### config.mk
export PLATFORM = sky130hd
export DESIGN_NAME = lfsr_offset_finder_flat
export DESIGN_NICKNAME = d
export VERILOG_FILES = /design/src/rtl/lfsr_offset_finder_pkg.sv /design/src/rtl/lfsr_offset_finder_if.sv /design/src/rtl/lfsr17_lane.sv /design/src/rtl/lfsr_offset_finder.sv /design/src/flat_wrapper.sv
export SDC_FILE = /design/constraint.sdc
export NUM_CORES = 1
export LEC_CHECK = 0
export CAP_MARGIN = 20
export CORE_MARGIN = 5
export CORE_UTILIZATION = 50
export DETAILED_ROUTE_END_ITERATION = 12
export PLACE_DENSITY = 0.73
export SKIP_CTS_REPAIR_TIMING = 1
export SLEW_MARGIN = 40
export SYNTH_ARGS = -nofsm -noshare
export SYNTH_HDL_FRONTEND = slang
export SYNTH_SLANG_ARGS = --single-unit
### constraint.sdc
create_clock -name clk_96MHz -period 6.43 [get_ports clk_96MHz]
set_clock_uncertainty 0.05 [all_clocks]
set_input_delay 1.929 -clock clk_96MHz [delete_from_list [all_inputs] [get_ports clk_96MHz]]
set_output_delay 1.929 -clock clk_96MHz [all_outputs]
set_load 0.05 [all_outputs]
### src/rtl/lfsr_offset_finder_pkg.sv
`default_nettype none
// ============================================================================
// Module      : lfsr_offset_finder_pkg
// Description : Shared widths, default LH2 polynomials, FSM state encoding
//               and the LFSR step function for the LFSR offset finder.
// Revision    : 1.0 - initial release
// ============================================================================
package lfsr_offset_finder_pkg;

    localparam int LFSR_W = 17;
    localparam int TS_W   = 24;

    // Default LH2 polynomials, listed most-significant lane first
    localparam logic [LFSR_W-1:0] LH2_POLY_A = 17'h13F67;
    localparam logic [LFSR_W-1:0] LH2_POLY_B = 17'h1FF6B;
    localparam logic [LFSR_W-1:0] LH2_POLY_C = 17'h17E04;
    localparam logic [LFSR_W-1:0] LH2_POLY_D = 17'h1D258;

    // Lane i occupies bits [17i+16:17i]; lane 0 is therefore LH2_POLY_D
    localparam logic [4*LFSR_W-1:0] LH2_POLY_LIST =
        {LH2_POLY_A, LH2_POLY_B, LH2_POLY_C, LH2_POLY_D};

    typedef enum logic [1:0] {
        IDLE   = 2'd0,
        ACK    = 2'd1,
        SEARCH = 2'd2,
        DONE   = 2'd3
    } state_t;

    // One Fibonacci shift: feedback is the parity of the tapped bits
    function automatic logic [LFSR_W-1:0] lfsr_next(
        input logic [LFSR_W-1:0] s,
        input logic [LFSR_W-1:0] poly
    );
        return {s[LFSR_W-2:0], ^(s & poly)};
    endfunction

endpackage
`default_nettype wire

### src/rtl/lfsr_offset_finder_if.sv
`default_nettype none
// ============================================================================
// Module      : lfsr_offset_finder_if
// Description : Valid/ready result bus from the offset finder to readout.
//               LFSR_OFFSET_FINDER_OVERRUN_EN adds the result_overrun flag.
// Revision    : 1.0 - initial release
// ============================================================================
interface lfsr_offset_finder_if
    import lfsr_offset_finder_pkg::*;
#(
    parameter int PIDX_W = 2
) ();
    logic              result_valid;
    logic              result_ready;
    logic [PIDX_W-1:0] result_poly;
    logic [LFSR_W-1:0] result_offset;
    logic              result_no_match;
    logic [TS_W-1:0]   result_ts;
`ifdef LFSR_OFFSET_FINDER_OVERRUN_EN
    logic              result_overrun;
`endif

    modport master (
        output result_valid, result_poly, result_offset, result_no_match, result_ts,
`ifdef LFSR_OFFSET_FINDER_OVERRUN_EN
        output result_overrun,
`endif
        input  result_ready
    );

    modport slave (
        input  result_valid, result_poly, result_offset, result_no_match, result_ts,
`ifdef LFSR_OFFSET_FINDER_OVERRUN_EN
        input  result_overrun,
`endif
        output result_ready
    );
endinterface
`default_nettype wire

### src/rtl/lfsr17_lane.sv
`default_nettype none
// ============================================================================
// Module      : lfsr17_lane
// Description : One candidate 17-bit LFSR with load/step/hold and a
//               combinational compare against the terminal word.
// Revision    : 1.0 - initial release
// ============================================================================
module lfsr17_lane
    import lfsr_offset_finder_pkg::*;
#(
    parameter logic [LFSR_W-1:0] POLY       = LH2_POLY_D,
    parameter logic [LFSR_W-1:0] MATCH_WORD = 17'h00001
) (
    input  wire logic              clk_96MHz,
    input  wire logic              reset,
    input  wire logic              load,
    input  wire logic              step,
    input  wire logic [LFSR_W-1:0] load_value,
    output logic                   match
);
    logic [LFSR_W-1:0] r_state;

    // Load has priority over step; otherwise the lane holds
    always_ff @(posedge clk_96MHz) begin
        if (reset) begin
            r_state <= '0;
        end else if (load) begin
            r_state <= load_value;
        end else if (step) begin
            r_state <= lfsr_next(r_state, POLY);
        end
    end

    assign match = (r_state == MATCH_WORD);

endmodule
`default_nettype wire

### src/rtl/lfsr_offset_finder.sv
`default_nettype none
// ============================================================================
// Module      : lfsr_offset_finder
// Description : Captures a decoded LH2 word, acks the decoder, steps N_POLY
//               LFSR lanes until one reaches MATCH_WORD and reports lane,
//               offset and timestamp on a valid/ready bus.
//               Optional macro: LFSR_OFFSET_FINDER_OVERRUN_EN (result_overrun).
// Revision    : 1.0 - initial release
// ============================================================================
module lfsr_offset_finder
    import lfsr_offset_finder_pkg::*;
#(
    parameter int                       N_POLY     = 4,
    parameter logic [N_POLY*LFSR_W-1:0] POLY_LIST  = LH2_POLY_LIST,
    parameter logic [LFSR_W-1:0]        MATCH_WORD = 17'h00001,
    parameter int                       MAX_STEPS  = 131071
) (
    input  wire logic              clk_96MHz,
    input  wire logic              reset,
    input  wire logic              enabled,
    input  wire logic [LFSR_W-1:0] decoded_data,
    input  wire logic              data_availible,
    input  wire logic [TS_W-1:0]   ts_last_data,
    output logic                   decoder_ack,
    output logic                   busy,
    lfsr_offset_finder_if.master   result
);
    localparam int PIDX_W = (N_POLY > 1) ? $clog2(N_POLY) : 1;
    localparam logic [LFSR_W-1:0] C_LAST_COUNT = LFSR_W'(MAX_STEPS - 1);
    localparam logic [LFSR_W-1:0] C_MAX_OFFSET = LFSR_W'(MAX_STEPS);

    state_t             r_state, w_next_state;
    logic [LFSR_W-1:0]  r_word;
    logic [TS_W-1:0]    r_ts;
    logic [LFSR_W-1:0]  r_count;
    logic               r_valid;
    logic               r_no_match;
    logic [PIDX_W-1:0]  r_poly;
    logic [LFSR_W-1:0]  r_offset;

    logic [N_POLY-1:0]  w_match;
    logic               w_any_match;
    logic [PIDX_W-1:0]  w_first;
    logic               w_capture, w_load, w_step, w_ack, w_accept;

    for (genvar gi = 0; gi < N_POLY; gi++) begin : g_lane
        lfsr17_lane #(
            .POLY       (POLY_LIST[gi*LFSR_W +: LFSR_W]),
            .MATCH_WORD (MATCH_WORD)
        ) u_lane (
            .clk_96MHz  (clk_96MHz),
            .reset      (reset),
            .load       (w_load),
            .step       (w_step),
            .load_value (r_word),
            .match      (w_match[gi])
        );
    end

    // Lowest-index matching lane wins when several match on the same step
    always_comb begin
        w_first = '0;
        for (int i = N_POLY - 1; i >= 0; i--) begin
            if (w_match[i]) w_first = PIDX_W'(i);
        end
        w_any_match = |w_match;
    end

    // Next-state and lane control; everything is frozen while disabled
    always_comb begin
        w_next_state = r_state;
        w_capture    = 1'b0;
        w_load       = 1'b0;
        w_step       = 1'b0;
        w_ack        = 1'b0;
        w_accept     = 1'b0;
        if (enabled) begin
            case (r_state)
                IDLE: begin
                    if (data_availible) begin
                        w_capture    = 1'b1;
                        w_next_state = ACK;
                    end
                end
                ACK: begin
                    w_ack = 1'b1;
                    if (r_word == '0) begin
                        w_next_state = DONE;
                    end else begin
                        w_load       = 1'b1;
                        w_next_state = SEARCH;
                    end
                end
                SEARCH: begin
                    if (w_any_match || (r_count == C_LAST_COUNT)) begin
                        w_next_state = DONE;
                    end else begin
                        w_step = 1'b1;
                    end
                end
                DONE: begin
                    if (r_valid && result.result_ready) begin
                        w_accept     = 1'b1;
                        w_next_state = IDLE;
                    end
                end
                default: w_next_state = IDLE;
            endcase
        end
    end

    // State register
    always_ff @(posedge clk_96MHz) begin
        if (reset) begin
            r_state <= IDLE;
        end else begin
            r_state <= w_next_state;
        end
    end

    // Capture, step counter and result registers
    always_ff @(posedge clk_96MHz) begin
        if (reset) begin
            r_word     <= '0;
            r_ts       <= '0;
            r_count    <= '0;
            r_valid    <= 1'b0;
            r_no_match <= 1'b0;
            r_poly     <= '0;
            r_offset   <= '0;
        end else if (enabled) begin
            if (w_capture) begin
                r_word <= decoded_data;
                r_ts   <= ts_last_data;
            end
            case (r_state)
                ACK: begin
                    r_count <= '0;
                    if (r_word == '0) begin
                        r_valid    <= 1'b1;
                        r_no_match <= 1'b1;
                        r_poly     <= '0;
                        r_offset   <= '0;
                    end
                end
                SEARCH: begin
                    if (w_any_match) begin
                        r_valid    <= 1'b1;
                        r_no_match <= 1'b0;
                        r_poly     <= w_first;
                        r_offset   <= r_count;
                    end else if (r_count == C_LAST_COUNT) begin
                        r_valid    <= 1'b1;
                        r_no_match <= 1'b1;
                        r_poly     <= '0;
                        r_offset   <= C_MAX_OFFSET;
                    end else begin
                        r_count <= r_count + 1'b1;
                    end
                end
                DONE: begin
                    if (w_accept) begin
                        r_valid    <= 1'b0;
                        r_no_match <= 1'b0;
                        r_poly     <= '0;
                        r_offset   <= '0;
                    end
                end
                default: ;
            endcase
        end
    end

`ifdef LFSR_OFFSET_FINDER_OVERRUN_EN
    logic r_overrun;

    // Flags a fresh decoder word arriving while this one is still in flight
    always_ff @(posedge clk_96MHz) begin
        if (reset) begin
            r_overrun <= 1'b0;
        end else if (enabled) begin
            if (w_accept) begin
                r_overrun <= 1'b0;
            end else if ((r_state != IDLE) && data_availible && (ts_last_data != r_ts)) begin
                r_overrun <= 1'b1;
            end
        end
    end

    assign result.result_overrun = r_overrun;
`endif

    assign decoder_ack            = w_ack;
    assign busy                   = (r_state != IDLE);
    assign result.result_valid    = r_valid;
    assign result.result_poly     = r_poly;
    assign result.result_offset   = r_offset;
    assign result.result_no_match = r_no_match;
    assign result.result_ts       = r_ts;

endmodule
`default_nettype wire

### src/flat_wrapper.sv
// flat-port wrapper written by rule: the top's interface ports become plain ports
module lfsr_offset_finder_flat import lfsr_offset_finder_pkg::*;
#(
    parameter int                       N_POLY     = 4,
    parameter logic [N_POLY*LFSR_W-1:0] POLY_LIST  = LH2_POLY_LIST,
    parameter logic [LFSR_W-1:0]        MATCH_WORD = 17'h00001,
    parameter int                       MAX_STEPS  = 131071
)
  (clk_96MHz, reset, enabled, decoded_data, data_availible, ts_last_data, decoder_ack, busy, result_result_valid, result_result_poly, result_result_offset, result_result_no_match, result_result_ts, result_result_ready);
  lfsr_offset_finder_if #(.PIDX_W(2)) result_i ();
  input  wire logic clk_96MHz;
  input  wire logic reset;
  input  wire logic enabled;
  input  wire logic [LFSR_W-1:0] decoded_data;
  input  wire logic data_availible;
  input  wire logic [TS_W-1:0] ts_last_data;
  output logic decoder_ack;
  output logic busy;
  output wire logic [$bits(result_i.result_valid)-1:0] result_result_valid;
  output wire logic [$bits(result_i.result_poly)-1:0] result_result_poly;
  output wire logic [$bits(result_i.result_offset)-1:0] result_result_offset;
  output wire logic [$bits(result_i.result_no_match)-1:0] result_result_no_match;
  output wire logic [$bits(result_i.result_ts)-1:0] result_result_ts;
  input wire logic [$bits(result_i.result_ready)-1:0] result_result_ready;
  assign result_result_valid = result_i.result_valid;
  assign result_result_poly = result_i.result_poly;
  assign result_result_offset = result_i.result_offset;
  assign result_result_no_match = result_i.result_no_match;
  assign result_result_ts = result_i.result_ts;
  assign result_i.result_ready = result_result_ready;
  lfsr_offset_finder #(.N_POLY(N_POLY), .POLY_LIST(POLY_LIST), .MATCH_WORD(MATCH_WORD), .MAX_STEPS(MAX_STEPS)) u_core (.clk_96MHz(clk_96MHz), .reset(reset), .enabled(enabled), .decoded_data(decoded_data), .data_availible(data_availible), .ts_last_data(ts_last_data), .decoder_ack(decoder_ack), .busy(busy), .result(result_i));
endmodule
==> out/summary.log <==
INFO  detailed_routing detail_route.vias_per_cell=5.68
INFO  synth          cell_types_with_the_largest_area_share_after_synthesis=dfxtp_1, nand2_1, a31oi_1
INFO  detailed_routing antenna_violating_nets_left=0
INFO  power          power.sequential.fraction=43.9%
INFO  placement      post-dp-hpwl=11500µm
INFO  synth          synth.ff_latch_count=149
INFO  layout         layout-area-overhead-vs-synth=22.3%
INFO  detailed_routing routed_vias=6156
INFO  layout         layout.area.seq=2980µm²
INFO  timing         grt_setup_unrepaired=false
INFO  layout         antenna_cells_inserted=0
INFO  power          power_density=285nW/µm²
INFO  die            io-pin-count=93
INFO  worst_hold_path holdCritStartpoint=u_core.result.result_offset[8]
INFO  placement      place_ws=747ps
INFO  critical_path  cp_slowest_cell=clkdlybuf4s50_1
INFO  power          comb_power_share=18.8%
INFO  detailed_routing drt_pass1_iterations=7
INFO  timing         timing.final.crit_period=5680ps
INFO  die            die_height=126µm
INFO  clocking       cts_root_buf=clkbuf_16
INFO  power          p_int=1.67mW
INFO  critical_path  crit-reg2reg-launch=u_core.r_state[0]
INFO  critical_path  crit_required=4450ps
INFO  timing         hold_violations=0
INFO  clocking       tritoncts=done
INFO  synth          netlist_area=6720µm²
INFO  die            rows=42
INFO  die            start_util=51.0%
INFO  timing         max_clock_freq=0.176GHz
INFO  layout         layout_commonest_cell=nand2_1
INFO  timing         finalMaxSlewViolations=0
INFO  critical_path  critical_path.startpoint_type=input port
INFO  detailed_routing routed_wl=17000µm
INFO  global_route   grt-ovfl-total=0
INFO  run            count_of_max_cap_constraint_violations=0
INFO  synth          synthesis.instances=832
INFO  timing         timing.final.setup_violations=0
INFO  synth          netlist.top_cell.by_area=dfxtp_1
INFO  power          sw_frac_of_total=28.9%
INFO  layout         n_fill_cell=1117
INFO  die            die_width=126µm
INFO  power          power.switching=0.677mW
INFO  placement      rd_place_congestion=0.841
INFO  critical_path  crit_path_max_incr_delay=860ps
INFO  timing         slew_limit_headroom=48.8%
INFO  clocking       clk_pin_slew_worst_paths=60ps
INFO  die            core=13200µm²
INFO  critical_path  end_kind=output pin
INFO  timing         max_slew.worst_pin.slew=762ps
INFO  synth          yosys_warnings=0
INFO  synth          synth.yosys.seq_area_share=44.4%
INFO  detailed_routing routed_wire_length_per_instance=15.7µm
INFO  global_route   grt_pass1_wl=28200µm
INFO  global_route   grt_start_max_net_pins=68
INFO  critical_path  critical_path_launch_point=enabled
INFO  timing         tns=0ps
INFO  clocking       clkSinkCount=149
INFO  synth          synthesis.area_per_instance=8.08µm²
INFO  critical_path  timing.critical_path.arrival=3700ps
INFO  critical_path  cpMostUsedCell=clkdlybuf4s50_1
INFO  layout         nets=962
INFO  layout         multiInputGateArea=3400µm²
INFO  critical_path  cp_cell_sequence=clkdlybuf4s50_1, and2_1, clkdlybuf4s50_1
INFO  timing         postLayoutSetupSlackWorst=749ps
INFO  synth          ys_types=56
INFO  detailed_routing remaining_drc_errors=0
INFO  synth          post-synth-top-area-fraction=44.4%
INFO  power          total_leakage_power=2.72nW
INFO  global_route   number_of_antenna_violations_at_the_first_check_in_global_routing=0
INFO  clocking       htreeDepth=4
INFO  layout         mostFrequentLayoutCells=nand2_1, dfxtp_1, clkdlybuf4s50_1, a31oi_1, a21oi_1
INFO  power          clock_power_share=37.3%
INFO  synth          synth_nets=897
INFO  critical_path  worst_path_dominant_cell_family=buffers and inverters
INFO  critical_path  timing_worst_setup_path_type=input port to output pin
INFO  global_route   grt_util_all_layers=21.4%
INFO  critical_path  crit_path_max_fanout=8
INFO  layout         final_layout_size_suffix_gt1_share=6.39%
INFO  critical_path  worstPathBufferInverterCount=2
INFO  power          irDropWorstVdd=0.000155V
INFO  die            fp.dieArea=15900µm²
INFO  clocking       clk_path_buf_depth=2
INFO  global_route   grt_pass1_vias=5955
INFO  detailed_routing detailedRoute.firstIterationViolations=509
INFO  clocking       tritoncts.num_buffers=17
INFO  placement      port_buffers=92
INFO  clocking       clk-insertion-delay-late=420ps
INFO  timing         period_share=88.4%
INFO  outcome        outcome=complete, no violations
INFO  worst_hold_path hold_class=flip-flop to flip-flop
cell families (layout without fill, tap and decap cells):
family,count (synthesis),after routing,synth area share [%]
AND/OR/NAND/NOR,344,344,23.3
multiplexers,2,2,0.298
flip-flops,149,149,44.4
AO/OA/AOI/OAI,209,209,19.6
buffers and inverters,83,158,5.47
XOR/XNOR,26,26,3.39
adder cells (fa/ha/maj),19,19,3.54
metrics by stage:
step                cells  area [µm²]  power [mW]  hold slack [ps]  util (%)
floorplan             832        6720        1.35              399         -
global placement     1052        7670        1.47              388      58.1
detailed placement   1053        7690        1.48              395      58.3
CTS                  1082        8200        2.35              401      62.1
global route         1083        8220        2.45              416      62.4
finish               1083        8220        2.35              399      62.4
worst reg2reg max path, cell delays in order (launching register included):
cell and delay (ps):
dfxtp_1 330, inv_1 140, ha_1 180, buf_4 340, inv_2 190, a41oi_2 260, nand4_2 290, nor3b_4 240
buf_4 560, nand2_1 170, a31oi_1 190
path summary, 6_finish.rpt:
| kind | slack [ps] | to | cells after the start |
|---|---|---|---|
| setup reg to reg | 3420 | u_core.g_lane[1].u_lane.r_state[15] | 10 |
| setup / recovery | 750 | decoder_ack | 3 |
| hold / removal | 400 | u_core.result.result_offset[8] | 2 |
| hold reg to reg | 400 | u_core.result.result_offset[8] | 2 |
metal layers:
metal / vias to the layer above / wire length, µm / GRT usage (%)
li1: 3020 / - / -
met5: - / 0 / 0
met2: 207 / 8160 / 35.5
met4: 0 / 408 / 8.96
met3: 35 / 1170 / 5.67
met1: 2894 / 7240 / 26.3
cells in the mapped netlist, drive strengths merged:
cell type and instances:
xor2 2, nor4 9, nand4 11, xnor2 24
a311oi 2, or4 1, nand3b 1, nand2 251
and2 3, clkbuf 32, dfxtp 149, buf 23
ha 19, a211oi 2, nor3b 2, a31o 1
a221oi 1, nor4b 7, o211a 2, a21oi 71
and3 6, o21ai 11, inv 28, a21o 1
nand4b 4, o311ai 1, or3 6, a21bo 1
o21bai 17, a41oi 3, o21a 2, o211ai 19
nor2 17, mux2i 2, nand3 14, nor3 8
a31oi 75, and4 3, or3b 1
layout make-up:
type	count	area share [%]
Tap cell	176	2.68
Multi-Input combinational cell	600	41.4
Clock inverter	6	0.365
Inverter	28	1.28
Sequential cell	149	36.3
Timing Repair Buffer	101	12.2
Clock buffer	23	5.81
power groups by stage:
stage	Clock, mW	Sequential (mW)	Combinational (mW)
after floorplan	0	1.08	0.277
after global placement	0	1.05	0.424
after detailed placement	0	1.05	0.435
after CTS	0.882	1.03	0.439
after global routing	0.930	1.04	0.483
final	0.875	1.03	0.440
flip-flops by register name, indices dropped and copies added, names as in the netlist, 2 cells and up:
register,cells
u_core.result.result_ts,24
u_core.r_word,17
u_core.r_count,17
u_core.g_lane.u_lane.r_state,68
u_core.result.result_poly,2
u_core.result.result_offset,17
u_core.r_state,2
Power figures use the tool's default switching activity.
==> RTL change 1 (config.mk and constraints unchanged) <==
Change the package constant `TS_W` from 24 to 16.
--- a/src/rtl/lfsr_offset_finder_pkg.sv
+++ b/src/rtl/lfsr_offset_finder_pkg.sv
@@ -8,7 +8,7 @@
 package lfsr_offset_finder_pkg;
 
     localparam int LFSR_W = 17;
-    localparam int TS_W   = 24;
+    localparam int TS_W   = 16;
 
     // Default LH2 polynomials, listed most-significant lane first
     localparam logic [LFSR_W-1:0] LH2_POLY_A = 17'h13F67;
Interface: changed (resized result_result_ts and ts_last_data); port bits go from 93 to 77. No check against the original RTL was run, so the function may have changed too.
==> RTL change 1 against the original RTL <==
Final area down 3.3%. Critical path type unchanged. Largest cell class unchanged. Count of clock-buffer cells in the layout unchanged. Sequential cell count down 8. Via count up 0.50%. Routed wire length up 2.7%. Clock power up 21%. Critical path depth unchanged. Largest power group is now clock. Synthesized cell count down 1.4%. Combinational power down 9.3%. Synthesized area down 1.6%. Setup slack worse by 5.8 ps. Total power up 3.8%.
==> RTL change 1: results (changes against the original RTL) <==
| Metric | Value |
|---|---|
| Seq/Total Area, Yosys | `42.7% (-1.7 points)` |
| Routed len/inst | `16.7 microns (+6.5%)` |
| Slew headroom | `52.8% (+4.0 points)` |
| Worst EP arrival | `3710 ps (about the same)` |
| Initial DRC count | `632 (+24%)` |
| Placement Setup Slack | `757 ps (+9.94 ps)` |
| Switch share | `27.3% (-1.5 points)` |
| Final GP Congestion | `0.847 (+0.68%)` |
| Final nets | `913 (-5.1%)` |
| Global-route wire length before repair | `28.7 mm (+2.0%)` |
| Vias in the first global route | `5781 (-2.9%)` |
| Largest buffer count on any clock path | `2 (unchanged)` |
| Outcome | `completed` |
| Mapped Avg Cell Area | `8.06 sq um (-0.20%)` |
| Vias/cell | `5.92 (+4.2%)` |
| Peak VDD IR | `0.188 mV (+22%)` |
| FF-to-FF End | `u_core.g_lane[3].u_lane.r_state[8]$_SDFFE_PP0P_` |
| Syn nets | `877 (-2.2%)` |
| Tot GR Track Use | `22.1% (+0.66 points)` |
| Antenna violations before repair | `0 (unchanged)` |
| Largest net degree at the start of global routing | `99 (+46%)` |
| Hold EP | `u_core.result.result_ts[7]$_SDFFE_PP0P_` |
| Reg2reg start | `u_core.r_word[8]$_SDFFE_PP0P_` |
| Share of cells above drive strength 1 | `5.75% (-0.64 points)` |
| Final worst-path cycle share | `88.4% (+0.090 points)` |
| Fill cells | `1125 (+0.72%)` |
| DRT Pass-1 Iters | `5 (-2)` |
| Most instantiated cells after synthesis | `nand2_1 (219), dfxtp_1 (141), a31oi_1 (75), a21oi_1 (65)` |
| Critical path capture point type | `output pin` |
| Synth area leaders | `dfxtp_1 (43%), nand2_1 (12%), a31oi_1 (7.1%)` |
| Static leakage | `2.58 nW (-5.0%)` |
| Number of port buffers | `76 (-17%)` |
| Post-route insts no fill | `1045 (-3.5%)` |
| Worst-case reg-to-reg path depth | `7 (-3)` |
| Detailed placer's ending HPWL | `11.5 mm (+0.34%)` |
| Hold path depth | `2 (unchanged)` |
| Clock Sinks | `141 (-5.4%)` |
| R2r setup slk | `3440 ps (+20 ps)` |
## RTL change 1: power by group through the flow
stage / logic (mW) / registers, mW / clock network, mW
after detailed placement: 0.395 / 0.991 / 0
after floorplan: 0.277 / 1.01 / 0
after CTS: 0.399 / 0.974 / 1.07
after global placement: 0.384 / 0.989 / 0
final: 0.399 / 0.975 / 1.06
after global routing: 0.436 / 0.981 / 1.12
## RTL change 1: logic make-up after synthesis
family	share of synthesized area, %
simple gates	21.9
buf+inv	6.70
mux	0.151
xor+xnor	3.44
flops	42.7
compound gates	21.5
fa+ha+maj	3.60
## RTL change 1: stage by stage
stage,instance area (sq um),hold slack (ps)
floorplan,6610,394
global placement,7290,393
detailed placement,7310,400
CTS,7960,408
global route,7960,422
finish,7960,405
## RTL change 1: metal layers
layer / vias to the layer above / global-route usage (%) / share of wire (%)
met2: 247 / 33.1 / 45
met1: 2936 / 30.0 / 44
li1: 2970 / - / -
met3: 34 / 6.52 / 8.5
met4: 0 / 8.55 / 2.3
met5: - / 0 / 0
## RTL change 1: area by class of cell
type | count | area, sq um | area share [%]
inverters | 29 | 109 | 1.37
multi-input cells | 586 | 3360 | 42.2
flip-flops and latches | 141 | 2820 | 35.5
clock buffers | 23 | 488 | 6.13
repair buffers | 81 | 797 | 10.0
well taps | 176 | 220 | 2.77
clock inverters | 9 | 158 | 1.98
## RTL change 1: critical path, cell delays in order
cell and delay [ps]:
clkdlybuf4s50_1 650, and2_1 270, clkdlybuf4s50_1 850
==> RTL change 2 (same settings) <==
Without the edit above. One comparison of `r_count` changes from == to >=.
--- a/src/rtl/lfsr_offset_finder.sv
+++ b/src/rtl/lfsr_offset_finder.sv
@@ -92,7 +92,7 @@
                     end
                 end
                 SEARCH: begin
-                    if (w_any_match || (r_count == C_LAST_COUNT)) begin
+                    if (w_any_match || (r_count >= C_LAST_COUNT)) begin
                         w_next_state = DONE;
                     end else begin
                         w_step = 1'b1;
Function: same outputs for any inputs over 4 cycles, from zero or initial values and one cycle with reset high; that may be too few to reach the edited logic, so the function may still have changed.
==> RTL change 2 against the original RTL <==
Synthesized area rose by 6.2%. Hold slack gained 8.4 ps. Routed wire length up 15%. Sequential cell count stayed put. Setup slack gained 32 ps. Sequential share of layout area is 2.1 points lower. Maximum frequency rose by 0.57%. Cell count is 1.1% higher. Total power up 14%. Global-route usage is 1.7 points higher. Final area rose by 6.2%. Critical path type unchanged. Largest power group unchanged. Highest routed layer unchanged.
==> RTL change 2: results (changes against the original RTL) <==
| Metric | Value |
|---|---|
| Vias in the first global route | `6322 (+6.2%)` |
| Antenna Diode Count | `0 (unchanged)` |
| Routed len/inst | `17.9 microns (+14%)` |
| Tot GR Track Use | `23.1% (+1.7 points)` |
| Synth Area in Compound Gates | `19.2% (-0.46 points)` |
| Fill cells | `1163 (+4.1%)` |
| DRT Pass-1 Iters | `5 (-2)` |
| Antenna violations before repair | `0 (unchanged)` |
| Synth cell types | `56 (unchanged)` |
| Worst-Skew Late Latency | `420 ps (about the same)` |
| Synth Warn # | `0 (unchanged)` |
| DR vias | `6757 (+9.8%)` |
| Global-route wire length before repair | `31.7 mm (+12%)` |
| Total gr overflow | `0 (unchanged)` |
| Seq/Total Area, Yosys | `41.8% (-2.6 points)` |
| Most instantiated cells after synthesis | `dfxtp_1 (149), nand2_1 (119), nor4_1 (77), nor2_1 (56), clkbuf_1 (48)` |
| Crit path max fanout | `9 (+1)` |
| Post-synthesis mux area share | `2.68% (+2.4 points)` |
| Adder-cell share of the synthesized area | `3.33% (-0.21 points)` |
| Final nets | `968 (+0.62%)` |
| Clk root buf | `clkbuf_16` |
| Synth area leaders | `dfxtp_1 (42%), nor4_1 (6.7%), nand2_1 (6.3%)` |
| Static leakage | `3.05 nW (+12%)` |
| Worst EP arrival | `3670 ps (-30 ps)` |
| XOR/XNOR Fraction of Synth Area | `3.19% (-0.20 points)` |
| Syn nets | `920 (+2.6%)` |
| Peak VDD IR | `0.213 mV (+38%)` |
| Share of cells above drive strength 1 | `6.78% (+0.38 points)` |
| Slew headroom | `40.2% (-8.7 points)` |
| Initial DRC count | `666 (+31%)` |
| Largest Register | `u_core.g_lane.u_lane.r_state` |
| Detailed placer's ending HPWL | `12.8 mm (+12%)` |
| Reg clk slew, reported paths | `60 ps (about the same)` |
| Largest net degree at the start of global routing | `72 (+5.9%)` |
| Max reg flops | `68 (unchanged)` |
| Outcome | `completed` |
| Final GP Congestion | `0.836 (-0.67%)` |
[RTL change 2: through the flow]
stage	power [mW]	area (sq um)	instances	util, %	setup slack, ps
after floorplan	1.46	7140	855	-	1840
after global routing	2.78	8740	1095	62.7	726
after detailed placement	1.62	8110	1064	58.2	798
after CTS	2.67	8740	1095	62.7	792
after global placement	1.61	8060	1062	57.9	801
final	2.67	8740	1095	62.7	781
[RTL change 2: final cells by class]
| cell class | instances | area share (%) |
|---|---|---|
| clock buffer | 21 | 5.39 |
| inverter | 32 | 1.37 |
| multi-input combinational | 600 | 43.1 |
| clock inverter | 10 | 1.75 |
| sequential | 149 | 34.1 |
| tap | 180 | 2.58 |
| timing repair buffer | 103 | 11.7 |
[RTL change 2: worst max-delay path: stages]
cell and delay (ps):
clkdlybuf4s50_1 650, and2_1 250, clkdlybuf4s50_1 840
[RTL change 2: path summary, 6_finish.rpt]
path	slack, ps	to	depth (start not counted)	startpoint
worst max-delay path	780	decoder_ack	3	enabled
worst min-delay path	410	u_core.result.result_ts[21]$_SDFFE_PP0P_	2	u_core.result.result_ts[21]$_SDFFE_PP0P_
worst max register to register	3460	u_core.g_lane[1].u_lane.r_state[0]$_SDFFE_PP0P_	8	u_core.r_state[0]$_SDFFE_PP0P_
worst min register to register	410	u_core.result.result_ts[21]$_SDFFE_PP0P_	2	u_core.result.result_ts[21]$_SDFFE_PP0P_
[RTL change 2: power by group]
| part | leakage, nW | internal (mW) | switching (mW) |
|---|---|---|---|
| sequential | 1.21 | 0.995 | 0.0568 |
| clock | 0.308 | 0.674 | 0.375 |
| combinational | 1.53 | 0.224 | 0.340 |
[RTL change 2: layer usage]
metal	wire, microns	up-vias	track usage [%]
li1	-	3262	-
met1	8640	3227	31.3
met2	9170	239	35.9
met3	1360	29	5.36
met4	372	0	8.74
met5	0	-	0
